## src/rtl/sun_pll_ctrl_pkg.sv

```systemverilog
// Shared types and defaults for the PLL power-up sequencer and lock monitor.
package sun_pll_ctrl_pkg;

  typedef enum logic [2:0] {
    ST_OFF     = 3'd0,
    ST_SETTLE  = 3'd1,
    ST_MEASURE = 3'd2,
    ST_LOCKED  = 3'd3,
    ST_FAIL    = 3'd4
  } state_e;

  localparam int unsigned DEF_SETTLE_CYC   = 1024;
  localparam int unsigned DEF_WIN          = 64;
  localparam int unsigned DEF_TOL          = 1;
  localparam int unsigned DEF_LOCK_WINS    = 4;
  localparam int unsigned DEF_TIMEOUT_WINS = 64;
  localparam int unsigned DEF_REF_WD       = 4096;
  localparam int unsigned DEF_CW           = 8;

  // A window passes when its feedback count lies within win +/- tol.
  function automatic logic win_pass(input int unsigned f, input int unsigned win,
                                    input int unsigned tol);
    return ((f + tol) >= win) && (f <= (win + tol));
  endfunction

endpackage

```

## src/rtl/sun_pll_edge_sync.sv

```systemverilog
// Two-flop synchronizer for an asynchronous clock input, plus a third flop
// that turns each rising edge into a one-cycle pulse.
module sun_pll_edge_sync (
  input  logic clk_i,
  input  logic rst_ni,
  input  logic d_i,
  output logic rise_c_o
);

  logic [2:0] sync_q;

  always_ff @(posedge clk_i) begin
    if (!rst_ni) begin
      sync_q <= '0;
    end else begin
      sync_q <= {sync_q[1:0], d_i};
    end
  end

  assign rise_c_o = sync_q[1] & ~sync_q[2];

endmodule

```

## src/rtl/sun_pll_ctrl.sv

```systemverilog
// PLL power-up sequencer and frequency-lock monitor; runs on the always-on
// clock and counts CK_FB edges over windows of WIN CK_REF edges.
module sun_pll_ctrl
  import sun_pll_ctrl_pkg::*;
#(
  parameter int unsigned SETTLE_CYC   = DEF_SETTLE_CYC,
  parameter int unsigned WIN          = DEF_WIN,
  parameter int unsigned TOL          = DEF_TOL,
  parameter int unsigned LOCK_WINS    = DEF_LOCK_WINS,
  parameter int unsigned TIMEOUT_WINS = DEF_TIMEOUT_WINS,
  parameter int unsigned REF_WD       = DEF_REF_WD,
  parameter int unsigned CW           = DEF_CW
) (
  input  logic          CK,
  input  logic          RST_N,
  input  logic          EN,
  input  logic          CK_REF,
  input  logic          CK_FB,
  output logic          PWRUP_1V8,
  output logic          LOCKED,
  output logic          FAIL,
  output logic [CW-1:0] FB_CNT,
  output logic [2:0]    STATE
);

  localparam int unsigned SW = $clog2(SETTLE_CYC + 1);
  localparam int unsigned PW = $clog2(LOCK_WINS + 1);
  localparam int unsigned TW = $clog2(TIMEOUT_WINS + 1);
  localparam int unsigned WW = $clog2(REF_WD + 1);

  state_e        state_q, state_d;
  logic          pwrup_q, pwrup_d;
  logic          locked_q, locked_d;
  logic          fail_q, fail_d;
  logic [CW-1:0] fb_cnt_q, fb_cnt_d;
  logic [SW-1:0] settle_q, settle_d;
  logic          win_open_q, win_open_d;
  logic [CW-1:0] ref_cnt_q, ref_cnt_d;
  logic [CW-1:0] fb_acc_q, fb_acc_d;
  logic [PW-1:0] pass_q, pass_d;
  logic [TW-1:0] tmo_q, tmo_d;
  logic [WW-1:0] wd_q, wd_d;

  logic          ref_p;
  logic          fb_p;
  logic          measuring_c;
  logic [CW-1:0] fb_inc_c;
  logic          win_close_c;
  logic          win_pass_c;

  sun_pll_edge_sync u_ref_sync (
    .clk_i    (CK),
    .rst_ni   (RST_N),
    .d_i      (CK_REF),
    .rise_c_o (ref_p)
  );

  sun_pll_edge_sync u_fb_sync (
    .clk_i    (CK),
    .rst_ni   (RST_N),
    .d_i      (CK_FB),
    .rise_c_o (fb_p)
  );

  // Feedback count including this cycle's edge, saturating at all-ones.
  always_comb begin
    fb_inc_c = fb_acc_q;
    if (fb_p && (fb_acc_q != '1)) begin
      fb_inc_c = fb_acc_q + CW'(1);
    end
  end

  assign measuring_c = (state_q == ST_MEASURE) || (state_q == ST_LOCKED);
  assign win_close_c = measuring_c && win_open_q && ref_p && (ref_cnt_q == CW'(WIN - 1));
  assign win_pass_c  = win_pass(32'(fb_inc_c), WIN, TOL);

  // Next-state and next-output logic.
  always_comb begin
    state_d    = state_q;
    fb_cnt_d   = fb_cnt_q;
    settle_d   = settle_q;
    win_open_d = win_open_q;
    ref_cnt_d  = ref_cnt_q;
    fb_acc_d   = fb_acc_q;
    pass_d     = pass_q;
    tmo_d      = tmo_q;
    wd_d       = wd_q;
    pwrup_d    = 1'b0;
    locked_d   = 1'b0;
    fail_d     = 1'b0;

    // The closing reference edge also starts the next window, uncounted.
    if (measuring_c) begin
      if (!win_open_q) begin
        if (ref_p) begin
          win_open_d = 1'b1;
          ref_cnt_d  = '0;
          fb_acc_d   = '0;
        end
      end else if (win_close_c) begin
        ref_cnt_d = '0;
        fb_acc_d  = '0;
        fb_cnt_d  = fb_inc_c;
      end else begin
        fb_acc_d = fb_inc_c;
        if (ref_p) begin
          ref_cnt_d = ref_cnt_q + CW'(1);
        end
      end
      wd_d = ref_p ? '0 : wd_q + WW'(1);
    end

    case (state_q)
      ST_OFF: begin
        if (EN) begin
          state_d  = ST_SETTLE;
          settle_d = '0;
          pass_d   = '0;
          tmo_d    = '0;
        end
      end
      ST_SETTLE: begin
        if (settle_q == SW'(SETTLE_CYC - 1)) begin
          state_d    = ST_MEASURE;
          win_open_d = 1'b0;
          ref_cnt_d  = '0;
          fb_acc_d   = '0;
          wd_d       = '0;
        end else begin
          settle_d = settle_q + SW'(1);
        end
      end
      ST_MEASURE: begin
        if (win_close_c) begin
          tmo_d  = tmo_q + TW'(1);
          pass_d = win_pass_c ? pass_q + PW'(1) : '0;
          if (win_pass_c && (pass_q == PW'(LOCK_WINS - 1))) begin
            state_d = ST_LOCKED;
          end else if (tmo_q == TW'(TIMEOUT_WINS - 1)) begin
            state_d = ST_FAIL;
          end
        end
      end
      ST_LOCKED: begin
        if (win_close_c && !win_pass_c) begin
          state_d = ST_MEASURE;
          pass_d  = '0;
          tmo_d   = '0;
        end
      end
      ST_FAIL: begin
        state_d = ST_FAIL;
      end
      default: begin
        state_d = ST_OFF;
      end
    endcase

    // Reference watchdog overrides any window outcome.
    if (measuring_c && !ref_p && (wd_q == WW'(REF_WD - 1))) begin
      state_d = ST_FAIL;
    end

    // Dropping EN abandons everything, including a partial window.
    if (!EN) begin
      state_d    = ST_OFF;
      fb_cnt_d   = '0;
      settle_d   = '0;
      win_open_d = 1'b0;
      ref_cnt_d  = '0;
      fb_acc_d   = '0;
      pass_d     = '0;
      tmo_d      = '0;
      wd_d       = '0;
    end

    pwrup_d  = (state_d == ST_SETTLE) || (state_d == ST_MEASURE) || (state_d == ST_LOCKED);
    locked_d = (state_d == ST_LOCKED);
    fail_d   = (state_d == ST_FAIL);
  end

  always_ff @(posedge CK) begin
    if (!RST_N) begin
      state_q    <= ST_OFF;
      pwrup_q    <= 1'b0;
      locked_q   <= 1'b0;
      fail_q     <= 1'b0;
      fb_cnt_q   <= '0;
      settle_q   <= '0;
      win_open_q <= 1'b0;
      ref_cnt_q  <= '0;
      fb_acc_q   <= '0;
      pass_q     <= '0;
      tmo_q      <= '0;
      wd_q       <= '0;
    end else begin
      state_q    <= state_d;
      pwrup_q    <= pwrup_d;
      locked_q   <= locked_d;
      fail_q     <= fail_d;
      fb_cnt_q   <= fb_cnt_d;
      settle_q   <= settle_d;
      win_open_q <= win_open_d;
      ref_cnt_q  <= ref_cnt_d;
      fb_acc_q   <= fb_acc_d;
      pass_q     <= pass_d;
      tmo_q      <= tmo_d;
      wd_q       <= wd_d;
    end
  end

  assign PWRUP_1V8 = pwrup_q;
  assign LOCKED    = locked_q;
  assign FAIL      = fail_q;
  assign FB_CNT    = fb_cnt_q;
  assign STATE     = state_q;

endmodule
```

## config.mk

```make
export PLATFORM = sky130hd
export DESIGN_NAME = sun_pll_ctrl
export DESIGN_NICKNAME = d
export VERILOG_FILES = /design/src/rtl/sun_pll_ctrl_pkg.sv /design/src/rtl/sun_pll_edge_sync.sv /design/src/rtl/sun_pll_ctrl.sv
export SDC_FILE = /design/constraint.sdc
export NUM_CORES = 1
export LEC_CHECK = 0
export ABC_AREA = 1
export ABC_CLOCK_PERIOD_IN_PS = 5000
export CORE_AREA = 10 10 110 112
export DETAILED_ROUTE_END_ITERATION = 12
export DIE_AREA = 0 0 120 122
export DONT_BUFFER_PORTS = 1
export PLACE_DENSITY = 0.61
export SLEW_MARGIN = 20
export SYNTH_ARGS = -nofsm -noshare
export SYNTH_HDL_FRONTEND = slang
export SYNTH_SLANG_ARGS = --single-unit
```

## constraint.sdc

```tcl
create_clock -name CK -period 5 [get_ports CK]
set_input_delay 0.5 -clock CK [delete_from_list [all_inputs] [get_ports CK]]
set_output_delay 0.5 -clock CK [all_outputs]
set_load 0.005 [all_outputs]
```

==> impl_metrics.py, run 1 <==
metrics = {
    "status": {
        "status": "finished, final reports clean",
    },
    "floorplan": {
        "die_h_um": 122,
        "ios": 19,
        "die-width_um": 120,
        "coreArea_um2": 10050,
        "die_area_um2": 14640,
        "initial_core_util": 0.3692,
        "fp-row-count": 37,
    },
    "routing": {
        "vias": 3275,
        "wire_per_inst_um": 12.12,
        "drc": 0,
        "wl_um": 8071,
        "final_antenna_net_count": 0,
        "dr.pass1.iters": 4,
        "detail_route.iter0.violations": 171,
        "vias_per_cell": 4.917,
    },
    "yosys": {
        "synth-adder-area-share": 0.02699,
        "synth_flop_cell": "dfxtp_1",
        "syn_nets": 535,
        "synth_area_um2": 3709,
        "syn_area_per_cell_um2": 7.105,
        "ys_warn_count": 0,
        "synth.area.mux_share": 0,
        "netlist_top_cells_area": "dfxtp_1, nand2_1, inv_1",
        "ys_seq_area_frac": 0.3833,
        "yosysUniqueCellTypes": 37,
        "synth_top_area_cell": "dfxtp_1",
        "yosys.area_share.simple": 0.3492,
        "synthXorXnorAreaFrac": 0.02126,
        "async_reset_ff_frac": 0,
        "yosys.area.top_type_share": 0.3833,
        "syn_inst": 522,
        "synth_edf_count": 0,
        "synth_top_family_by_area": "simple AND/OR/NAND/NOR gates",
        "synth-compound-area-share": 0.1285,
        "synth-seq-cells": 71,
    },
    "finish": {
        "post-route-util": 0.3996,
        "syn_to_final_growth_pct": 8.232,
        "n_antenna_cell": 0,
        "nets": 538,
        "drive_above_1_share": 0.09623,
        "final_area_um2": 4014,
    },
    "worst_setup_path": {
        "crit_path_end_kind": "register",
        "r2r_slack_ps": 2170,
        "cp.arrival_ps": 3090,
        "cp_max_fo": 17,
        "cp.required_ps": 5260,
        "cp-start-kind": "register",
        "crit_type": "register to register",
    },
    "place": {
        "portBuffers": 0,
        "place.gp.congestion": 0.8295,
        "place_area_um2": 3831,
        "dp_slack_ps": 2186,
        "dpl.hpwl_um": 6035,
    },
    "global_routing": {
        "antenna_found_initial": 0,
        "grt_max_degree": 19,
        "grt_pass1_vias": 3096,
        "grt_pass1_wl_um": 14120,
        "grt_overflow": 0,
        "track_usage": 0.1156,
    },
    "sta": {
        "setup_tns_ps": 0,
        "drv_slew": 0,
        "finalCriticalPeriod_ps": 2828,
        "layout_setup_ws_ps": 2172,
        "max-slew-margin-rel": 0.3140,
        "worstMarginPinSlew_ps": 1021,
        "rsz0062_at_grt": "no",
        "skew_ps": 17.52,
        "period_share": 0.5657,
        "hold_viol": 0,
        "finalSetupViolCount": 0,
        "timing.fmax_mhz": 353.6,
    },
    "min_path": {
        "hp-class": "input port to register",
    },
    "clock_tree": {
        "clock_latency_ps": 360,
        "post-cts-setup-buffers": 0,
        "cts_root_buf": "clkbuf_8",
        "cts_resized": 0,
        "cts_sinks": 71,
        "clockBufferDepth": 2,
        "cts_tree": "yes",
        "clk_pin_slew_worst_paths_ps": 90,
        "cts_buffers": 9,
        "ctsHtreeMaxLevel": 3,
        "cts_hold_buf": 0,
    },
    "flow_run": {
        "max_cap_viol_count": 0,
    },
    "pwr": {
        "powerDensity_nw_per_um2": 257.2,
        "worst_ir_drop_vdd_mv": 0.1108,
        "p_switching_w": 0.0002592,
        "pwr-share-comb": 0.033,
        "seqPwrFrac": 0.554,
        "pwr-share-clk": 0.413,
        "p_leak_nw": 1.553,
        "totalPowerFinal_w": 0.001032,
        "swShare": 0.2511,
        "p_int_w": 0.0007731,
    },
}
## synth_stat cells, types with 2 or more instances
| cell type | count |
|---|---|
| a21oi_2 | 5 |
| inv_2 | 2 |
| nor2_4 | 3 |
| nor4_1 | 5 |
| xor2_1 | 8 |
| clkbuf_1 | 4 |
| nand2_1 | 103 |
| nand3_2 | 9 |
| nor3b_1 | 4 |
| a22oi_2 | 2 |
| nor2_2 | 2 |
| nand4_1 | 12 |
| a21oi_1 | 34 |
| nor3_1 | 21 |
| nand2_4 | 2 |
| dfxtp_1 | 71 |
| o21ai_0 | 15 |
| buf_6 | 2 |
| a22oi_1 | 9 |
| nand3_1 | 40 |
| buf_2 | 2 |
| nor2_1 | 59 |
| a211oi_1 | 7 |
| inv_1 | 72 |
| a31oi_1 | 3 |
| ha_1 | 8 |
| nand2_2 | 7 |
| and3_1 | 2 |
## critical path, cell delays in order, from the launching register on
cell     delay [ps]
dfxtp_1         380
ha_1            180
nand2_1          70
nor2_1          180
nand3_1         220
nor3_4          510
inv_1           140
a22oi_2         640
nand2_2         230
nand2_1         130
a21oi_2          50
## through the flow
step / hold WS, ps / cells
after CTS: 228.3 / 666
after global routing: 237.6 / 666
after global placement: 399.9 / 650
final: 242.1 / 666
after detailed placement: 396.6 / 650
after floorplan: 390.5 / 522
## layout by cell type (no fill, tap or decap), types with 3 or more instances in the layout
cell type,netlist,routed
nand2_1,103,103
inv_1,72,72
dfxtp_1,71,71
nor2_1,59,59
nand3_1,40,40
a21oi_1,34,34
nor3_1,21,21
o21ai_0,15,15
nand4_1,12,12
clkbuf_8,0,10
nand3_2,9,9
a22oi_1,9,9
xor2_1,8,8
ha_1,8,8
a211oi_1,7,7
nand2_2,7,7
nor4_1,5,5
a21oi_2,5,5
nor3b_1,4,4
nor2_4,3,3
a31oi_1,3,3
clkinvlp_4,0,3
## state kept, by name (all words and copies together), names as in the netlist
register,flops
pass_q,3
tmo_q,7
u_ref_sync.sync_q,3
FB_CNT,8
LOCKED,1
STATE,3
win_open_q,1
settle_q,11
wd_q,13
FAIL,1
PWRUP_1V8,1
ref_cnt_q,8
u_fb_sync.sync_q,3
fb_acc_q,8
## final cells by class
cell class	count	area (µm²)
clock inverter	6	45.04
inverter	75	281.5
clock buffer	10	137.6
timing repair buffer	1	7.507
fill	1051	6032
tap	136	170.2
sequential	71	1421
multi-input combinational	367	1951
## layer usage
layer / wire [µm] / up-vias / track usage / share of wire
met5: 0 / - / 0 / 0
met4: 125 / 0 / 0.04299 / 0.015
met3: 332 / 13 / 0.03654 / 0.041
met2: 3835 / 44 / 0.1964 / 0.48
met1: 3778 / 1488 / 0.1341 / 0.47
li1: - / 1730 / - / -
## cells by family (layout without fill, tap and decap cells)
logic type	count (synthesis)	after routing
compound gates	78	78
xor+xnor	9	9
fa+ha+maj	8	8
buf+inv	84	92
flops	71	71
simple gates	272	272
## power groups by stage
stage	Clock [W]	Sequential (W)	Combinational (W)
6_report	0.000426	0.000572	0.0000342
5_1_grt	0.000469	0.000572	0.0000395
4_1_cts	0.000441	0.000572	0.0000343
3_5_place_dp	0	0.000585	0.0000343
3_3_place_gp	0	0.000585	0.0000337
2_1_floorplan	0	0.000584	0.0000282
## worst paths after layout
kind                                          end                             from  cells past startpoint
hold reg to reg   u_ref_sync.sync_q[1]$_SDFF_PN0_  u_ref_sync.sync_q[0]$_SDFF_PN0_                      2
setup / recovery            tmo_q[6]$_SDFFE_PN0P_          ref_cnt_q[0]$_SDFF_PN0_                     10
setup reg to reg            tmo_q[6]$_SDFFE_PN0P_          ref_cnt_q[0]$_SDFF_PN0_                     10
hold / removal    u_ref_sync.sync_q[0]$_SDFF_PN0_                           CK_REF                      2
(Power assumes the default switching activity.)
==> run 2, diff against run 1 <==
Settings changed: ABC_CLOCK_PERIOD_IN_PS 5000 to 2750.
Clock period 5 ns to 2.75 ns, I/O delays scaled along.
==> run 2 against run 1 <==
First-iteration DRC count increased by 41%. Via count increased by 1.8%. Sequential share of layout area decreased by 1.0 points. Clock power increased by 110%. Die area unchanged.
==> impl_metrics.py, run 2 (synthesized netlist as in run 1, its figures left out) <==
metrics = {
    "floorplan": {
        "initial_core_util": 0.3692,
        "fp-row-count": 37,
        "die-width_um": 120,
        "die_h_um": 122,
        "coreArea_um2": 10050,
        "ios": 19,
        "die_area_um2": 14640,
    },
    "min_path": {
        "hp-class": "input port to register",
        "min_from": "RST_N",
        "min_path_cells": 2,
        "worstHoldEndpoint": "u_ref_sync.sync_q[2]$_SDFF_PN0_",
    },
    "clock_tree": {
        "cts_root_buf": "clkbuf_8",
        "cts_tree": "yes",
        "clk_pin_slew_worst_paths_ps": 70,
        "cts_sinks": 71,
        "ctsHtreeMaxLevel": 3,
        "cts_buffers": 9,
        "cts_resized": 0,
        "clockBufferDepth": 2,
        "clock_latency_ps": 360,
    },
    "worst_setup_path": {
        "cp-start-kind": "register",
        "crit_path_end_kind": "register",
        "rr_endpoint": "tmo_q[6]$_SDFFE_PN0P_",
        "cp.required_ps": 3050,
        "crit_type": "register to register",
        "regToRegStartpoint": "fb_acc_q[0]$_SDFF_PN0_",
        "reg2regPathDepth": 17,
        "cp.arrival_ps": 2700,
        "r2r_slack_ps": 340,
        "cp_max_fo": 15,
    },
    "sta": {
        "max-slew-margin-rel": 0.5066,
        "setup_tns_ps": 0,
        "skew_ps": 12.25,
        "hold_viol": 0,
        "finalSetupViolCount": 0,
        "worstMarginPinSlew_ps": 737.4,
        "period_share": 0.8750,
        "rsz0062_at_grt": "no",
        "layout_setup_ws_ps": 343.8,
        "timing.fmax_mhz": 415.6,
        "finalCriticalPeriod_ps": 2406,
        "drv_slew": 0,
    },
    "place": {
        "portBuffers": 0,
        "dpl.hpwl_um": 6054,
        "dp_slack_ps": 391.4,
        "place.gp.congestion": 0.9512,
    },
    "finish": {
        "drive_above_1_share": 0.1017,
        "syn_to_final_growth_pct": 11.54,
        "largestRegisters": "wd_q x13, settle_q x11",
        "final_cell_mix": "nand2_1, inv_1, dfxtp_1",
        "n_antenna_cell": 0,
        "nets": 549,
        "layout_commonest_cell": "nand2_1",
        "top_register": "wd_q",
        "largest_reg_flops": 13,
        "fillers": 1040,
    },
    "global_routing": {
        "grt_pass1_wl_um": 14470,
        "grt_overflow": 0,
        "grt_max_degree": 18,
        "track_usage": 0.1195,
        "antenna_found_initial": 0,
        "grt_pass1_vias": 3152,
    },
    "pwr": {
        "powerDensity_nw_per_um2": 483.3,
        "worst_ir_drop_vdd_mv": 0.1859,
        "p_leak_nw": 1.621,
    },
    "routing": {
        "detail_route.iter0.violations": 241,
        "vias": 3334,
        "dr.pass1.iters": 5,
        "wl_um": 8285,
        "final_antenna_net_count": 0,
        "drc": 0,
        "vias_per_cell": 4.925,
        "wire_per_inst_um": 12.24,
    },
    "status": {
        "status": "finished, final reports clean",
    },
    "flow_run": {
        "max_cap_viol_count": 0,
    },
}
[run 2: cell types whose count changed in the layout (fill, tap and decap cells not counted), sizes merged]
cell	before	now
dlygate4sd3	0	5
inv	75	74
clkinvlp	3	1
buf	1	7
clkinv	3	1
clkbuf	10	14
bufinv	0	1
[run 2: worst max-delay path: stages, from the launching register on]
cell and delay, ps:
dfxtp_1 390, ha_1 240, nand2_2 120, nor2_4 150
nand2_4 140, nand2_2 120, nand2_1 50, nand2_1 90
nand2_1 60, nor2_1 100, nand2_1 80, nand2_2 130
nand2_2 70, nand2_2 90, nand2_4 130, nand2_2 180
nand2_1 90, a21oi_2 110
[run 2: area by class of cell]
| class | count | area, µm² | area share |
|---|---|---|---|
| Clock buffer | 14 | 172.7 | 0.04174 |
| Timing Repair Buffer | 12 | 102.6 | 0.02480 |
| Tap cell | 136 | 170.2 | 0.04114 |
| Inverter | 75 | 281.5 | 0.06806 |
| Sequential cell | 71 | 1421 | 0.3436 |
| Clock inverter | 2 | 37.54 | 0.009074 |
| Multi-Input combinational cell | 367 | 1951 | 0.4716 |
[run 2: how the worst max path moves through the flow]
stage,startpoint,to,cells after the start
floorplan,fb_acc_q[0]$_SDFF_PN0_,pass_q[0]$_SDFFE_PN0P_,16
global placement,fb_acc_q[0]$_SDFF_PN0_,tmo_q[1]$_SDFFE_PN0P_,18
detailed placement,fb_acc_q[0]$_SDFF_PN0_,tmo_q[1]$_SDFFE_PN0P_,18
CTS,fb_acc_q[0]$_SDFF_PN0_,tmo_q[6]$_SDFFE_PN0P_,17
global route,fb_acc_q[1]$_SDFF_PN0_,tmo_q[1]$_SDFFE_PN0P_,18
finish,fb_acc_q[0]$_SDFF_PN0_,tmo_q[6]$_SDFFE_PN0P_,17
[run 2: metal layers]
layer  global-route usage  routed length, µm
met5                    0                  0
met2               0.1939               3926
met1               0.1441               3858
met3              0.03053                351
met4              0.06109                148
[run 2: power breakdown]
part           switching, W  leakage [nW]  internal (W)
Sequential       0.00000516         0.573       0.00104
Combinational     0.0000488         0.944     0.0000241
Clock              0.000391         0.103      0.000495
Total              0.000445          1.62       0.00155
[run 2: timing repair]
| item | in CTS | in global routing |
|---|---|---|
| hold buffers | 5 | 0 |
| hold endpoints to repair | 4 | 0 |
| setup buffers | 0 | 0 |
[run 2: per-stage QoR]
stage | util | area [µm²] | power [W] | cells | hold WS [ps]
global placement | 0.3859 | 3876 | 0.001129 | 656 | 377.6
CTS | 0.4118 | 4136 | 0.002027 | 677 | 5.120
floorplan | - | 3709 | 0.001114 | 522 | 372.6
detailed placement | 0.3859 | 3876 | 0.001130 | 656 | 376.5
finish | 0.4118 | 4136 | 0.001999 | 677 | 26.06
global route | 0.4118 | 4136 | 0.002088 | 677 | 0.8069
==> run 3, diff against run 2 <==
Settings changed: SLEW_MARGIN 20 to 25.
==> results of run 3 <==
The final DEF is identical to that of run 2; final timing and power are the same.
